`config.mk`:
```
export PLATFORM = sky130hd
export DESIGN_NAME = sipo_buffer
export DESIGN_NICKNAME = d
export VERILOG_FILES = /design/src/rtl/sipo_buffer.sv
export SDC_FILE = /design/constraint.sdc
export NUM_CORES = 2
export LEC_CHECK = 0
export ABC_AREA = 1
export BUFFER_PORTS_ARGS = -buffer_cell sky130_fd_sc_hd__clkbuf_2
export CAP_MARGIN = 20
export CORE_AREA = 2 2 457 459
export DETAILED_ROUTE_END_ITERATION = 16
export DIE_AREA = 0 0 459 461
export GPL_ROUTABILITY_DRIVEN = 1
export MAX_ROUTING_LAYER = met4
export PLACE_DENSITY = 0.37
export SLEW_MARGIN = 0
export SYNTH_ARGS = -nofsm -noshare
export SYNTH_HDL_FRONTEND = slang
export SYNTH_SLANG_ARGS = --single-unit
```
`constraint.sdc`:
```
create_clock -name clk -period 1.7 [get_ports clk]
set_clock_uncertainty 0.1 [all_clocks]
set_input_delay 0.17 -clock clk [delete_from_list [all_inputs] [get_ports clk]]
set_output_delay 0.17 -clock clk [all_outputs]
set_load 0.01 [all_outputs]
```
`src/rtl/sipo_buffer.sv`:
```
// Serial-in, parallel-out block assembler: packs DEPTH words of WIDTH bits into one
// block, zero-padding a short final block, first word in the top lane.
module sipo_buffer #(
  parameter int WIDTH = 64,
  parameter int DEPTH = 17
) (
  input  logic                     clk,
  input  logic                     rst,
  input  logic                     in_valid,
  output logic                     in_ready,
  input  logic [WIDTH-1:0]         data_in,
  input  logic                     in_last,
  output logic                     out_valid,
  input  logic                     out_ready,
  output logic [DEPTH*WIDTH-1:0]   data_out,
  output logic                     out_last
);

  // Handshakes: a transfer happens on a rising edge where valid & ready are both 1;
  // valid never waits on ready, and payload is held stable while valid & !ready.

  localparam int CW = $clog2(DEPTH + 1);
  localparam logic [CW-1:0] DEPTH_C = CW'(DEPTH);

  typedef enum logic [1:0] {
    ST_FILL = 2'd0,
    ST_PAD  = 2'd1,
    ST_FULL = 2'd2
  } state_t;

  state_t              state_q, state_d;
  logic [CW-1:0]       cnt_q, cnt_d, cnt_inc;
  logic                last_q, last_d;
  logic                out_valid_q, out_valid_d;
  logic                out_last_q, out_last_d;
  logic [WIDTH-1:0]    slot_q [DEPTH];
  logic [WIDTH-1:0]    slot_d [DEPTH];
  logic                shift_en;
  logic [WIDTH-1:0]    shift_word;

  assign in_ready  = (state_q == ST_FILL) && !rst;
  assign out_valid = out_valid_q;
  assign out_last  = out_last_q;
  assign cnt_inc   = cnt_q + CW'(1);

  for (genvar g = 0; g < DEPTH; g++) begin : g_lane
    assign data_out[g*WIDTH +: WIDTH] = slot_q[g];
  end

  always_comb begin
    state_d    = state_q;
    cnt_d      = cnt_q;
    last_d     = last_q;
    shift_en   = 1'b0;
    shift_word = '0;
    case (state_q)
      ST_FILL: begin
        if (in_valid && in_ready) begin
          shift_en   = 1'b1;
          shift_word = data_in;
          cnt_d      = cnt_inc;
          if (cnt_inc == DEPTH_C) begin
            state_d = ST_FULL;
            last_d  = in_last;
          end else if (in_last) begin
            state_d = ST_PAD;
            last_d  = 1'b1;
          end
        end
      end
      ST_PAD: begin
        shift_en = 1'b1;
        cnt_d    = cnt_inc;
        if (cnt_inc == DEPTH_C) state_d = ST_FULL;
      end
      ST_FULL: begin
        if (out_ready) begin
          cnt_d   = '0;
          last_d  = 1'b0;
          state_d = ST_FILL;
        end
      end
      default: state_d = ST_FILL;
    endcase

    // Oldest word migrates toward the top lane as new words enter lane 0.
    for (int i = 0; i < DEPTH; i++) slot_d[i] = slot_q[i];
    if (shift_en) begin
      for (int i = DEPTH - 1; i > 0; i--) slot_d[i] = slot_q[i-1];
      slot_d[0] = shift_word;
    end

    out_valid_d = (state_d == ST_FULL);
    out_last_d  = (state_d == ST_FULL) && last_d;
  end

  always_ff @(posedge clk) begin
    if (rst) begin
      state_q     <= ST_FILL;
      cnt_q       <= '0;
      last_q      <= 1'b0;
      out_valid_q <= 1'b0;
      out_last_q  <= 1'b0;
      for (int i = 0; i < DEPTH; i++) slot_q[i] <= '0;
    end else begin
      state_q     <= state_d;
      cnt_q       <= cnt_d;
      last_q      <= last_d;
      out_valid_q <= out_valid_d;
      out_last_q  <= out_last_d;
      for (int i = 0; i < DEPTH; i++) slot_q[i] <= slot_d[i];
    end
  end

endmodule

```
==> reports/qor.yml <==
power_and_ir_drop:
  p_per_area_mw_per_mm2: 1240
  power_leakage_nw: 27.5
  vdd_ir_drop_max_v: 0.00103
drt:
  routed-via-count: 38304
  drt-vias-per-instance: 4.23
  wl_per_cell_um: 24.0
  drtPass1Iterations: 5
  drt-total-wl_um: 217000
  drc_errors: 0
  drt_iter0_markers: 2394
  antenna_left: 0
floorplanning:
  rows: 167
  die_area_mm2: 0.212
  initial_core_util: 0.182
  fp.dieW_um: 459
  core-area_mm2: 0.206
  io_pins: 1160
  die_h_um: 461
timing:
  slew-limit-headroom: 0.530
  period_needed_ns: 1.90
  clock.fmax_mhz: 525
  rsz0062_at_grt: "true"
  setup_viol: 1013
  setup_slack_ns: -0.204
  period_share: 1.12
  hold_violations: 0
  tightestPinTransition_ns: 0.703
  slew_violations: 0
critical_path:
  worstSetupStartpoint: "state_q[1]$_SDFF_PP0_"
  r2r-start: "state_q[1]$_SDFF_PP0_"
  critical_path_required_ns: 2.28
  endpoint_kind: "register"
  arrival_ns: 2.49
  startpoint_type: "register"
  r2r_slack_ns: -0.20
  cp_max_fo: 11
  crit_type: "register to register"
clocking:
  clkSinkCount: 1098
  htreeDepth: 4
  clkSlewWorstSetupHoldPaths_ns: 0.06
  clk_path_buf_depth: 3
  clkLatencyLatePin_ns: 0.79
  cts_made_buffers: 137
  root_buffer: "clkbuf_16"
  cts_tree: "yes"
global_route:
  use_met1: 0.232
  grt_antenna_before_repair: 6
  grt_overflow: 0
  busiest_layer: "met2"
  grt_pass1_vias: 36420
  grt_use_met3: 0.0569
  grt_max_degree: 72
  grt_pass1_wl_um: 291000
  grt_use_total: 0.199
  grt.met2_usage: 0.317
logic_synthesis:
  synth.net_count: 4861
  avgSynthCellArea_um2: 7.83
  synth_top_area_frac: 0.586
  yosys_register_bits: 1098
  synthTopCellsByArea: "dfxtp_1, nor2_1, o21ai_0, o21ai_1, clkbuf_1"
  yosysTopAreaCell: "dfxtp_1"
  synth_area_mm2: 0.0375
  synth.distinct_cells: 20
  ys_warn_count: 0
  seq_area_frac_synth: 0.586
  synthCells: 4790
layout:
  utilization: 0.288
  drive_above_1_share: 0.353
  layout.cells.most_common: "nor2_1"
  final_net_count: 6329
  fin_cells: 9058
  layout_common_cells: "nor2_1, clkbuf_2, dfxtp_1, o21ai_0, o21ai_1"
  syn_to_final_growth_pct: 58.6
  fillCellCount: 22351
placement:
  dp.cells: 8547
  routabilityCongestion: 0.869
  place_hpwl_um: 155000
  portBuffers: 1159
min_path:
  hold_class: "primary input to register"
  hold_start: "data_in[59]"
outcome:
  violations: "negative setup slack"
  status: "finished with violations"
run:
  max_cap_violations: 0
## final timing paths
check,cells past startpoint,to
max,11,slot_q[0][466]$_SDFFE_PP0P_
min,4,slot_q[0][59]$_SDFFE_PP0P_
min reg2reg,2,slot_q[0][46]$_SDFFE_PP0P_
max reg2reg,11,slot_q[0][466]$_SDFFE_PP0P_
## final cells by class
class                           instances  area (um2)  share of cell area
Multi-Input combinational cell       3314       14900               0.250
Clock buffer                          197        3940              0.0662
Clock inverter                         34         379             0.00638
Timing Repair Buffer                 1689       14200               0.239
Tap cell                             2704        3380              0.0569
Antenna cell                            4        10.0            0.000168
Sequential cell                      1098       22600               0.379
Timing Repair inverter                  2        40.0            0.000673
Inverter                               16        92.6             0.00156
## power breakdown
group          internal [mW]  total (mW)  leakage (nW)  switching [mW]
registers               28.1        30.9          9.15            2.84
clock network           16.8        28.8          2.12            12.0
logic                   5.99        14.1          16.3            8.07
## synthesized netlist by cell type
library cell  instances
a21oi_1              69
buf_1                14
buf_2               144
buf_4                 8
buf_6                 1
clkbuf_1            195
dfxtp_1            1098
ha_1                  2
inv_1                14
inv_4                 2
nand2_1             148
nand2_4               1
nand3_1               6
nand4_1               1
nand4_4               1
nor2_1             2057
o21ai_0             788
o21ai_1             239
or2_0                 1
xor2_1                1
## cells by family (layout without fill, tap and decap cells)
group / after synthesis / in the layout / share of synthesized area
adders and majority gates: 2 / 2 / 0.000667
DFF: 1098 / 1098 / 0.586
xor gates and xnor gates: 1 / 1 / 0.000234
AOI/OAI and AO/OA: 1096 / 1096 / 0.146
and+or+nand+nor: 2215 / 2215 / 0.223
buffers and inverters: 378 / 1938 / 0.0438
other: 0 / 4 / 0
## worst max-delay path: stages (launching register included)
cell and delay (ns):
dfxtp_2 0.33, inv_2 0.05, buf_6 0.11, nand4_4 0.11, nand2_8 0.08, buf_12 0.15
buf_16 0.14, buf_16 0.15, buf_16 0.17, clkbuf_16 0.18, o21ai_1 0.14, nor2_1 0.05
## stage by stage
| stage | hold WS [ns] | area [um2] | power (mW) | setup TNS [ns] | setup slack (ns) |
|---|---|---|---|---|---|
| 2_1_floorplan | 0.218 | 37500 | 35.2 | 0 | 0.225 |
| 3_5_place_dp | 0.311 | 48100 | 42.5 | -35.37 | -0.234 |
| 5_1_grt | 0.0432 | 59500 | 77.1 | -211.28 | -0.274 |
| 3_3_place_gp | 0.305 | 48100 | 42.5 | -38.02 | -0.247 |
| 4_1_cts | 0.000796 | 58000 | 74.2 | -133.00 | -0.244 |
| 6_report | 0.0825 | 59500 | 73.8 | -102.58 | -0.204 |
## what timing repair did
action | in CTS | in global routing
hold endpoints to repair | 74 | 0
resized for setup | 895 | 349
endpoints found under the setup margin | 1441 | 1487
pin swaps | 5 | 51
buffers inserted | 86 | 8
hold buffers | 102 | 0
cloned | 55 | 36
## registers in the layout, indices dropped and copies added, names as in the netlist
signal,cells
slot_q,1088
cnt_q,5
state_q,2
last_q,1
out_last,1
out_valid,1
## routing by layer
metal	wire length, um	vias to the layer above
met1	89500	18214
met3	15800	290
met5	0	-
li1	-	18500
met4	10100	0
met2	102000	1300
No activity file was read; power rests on OpenSTA's default activity.
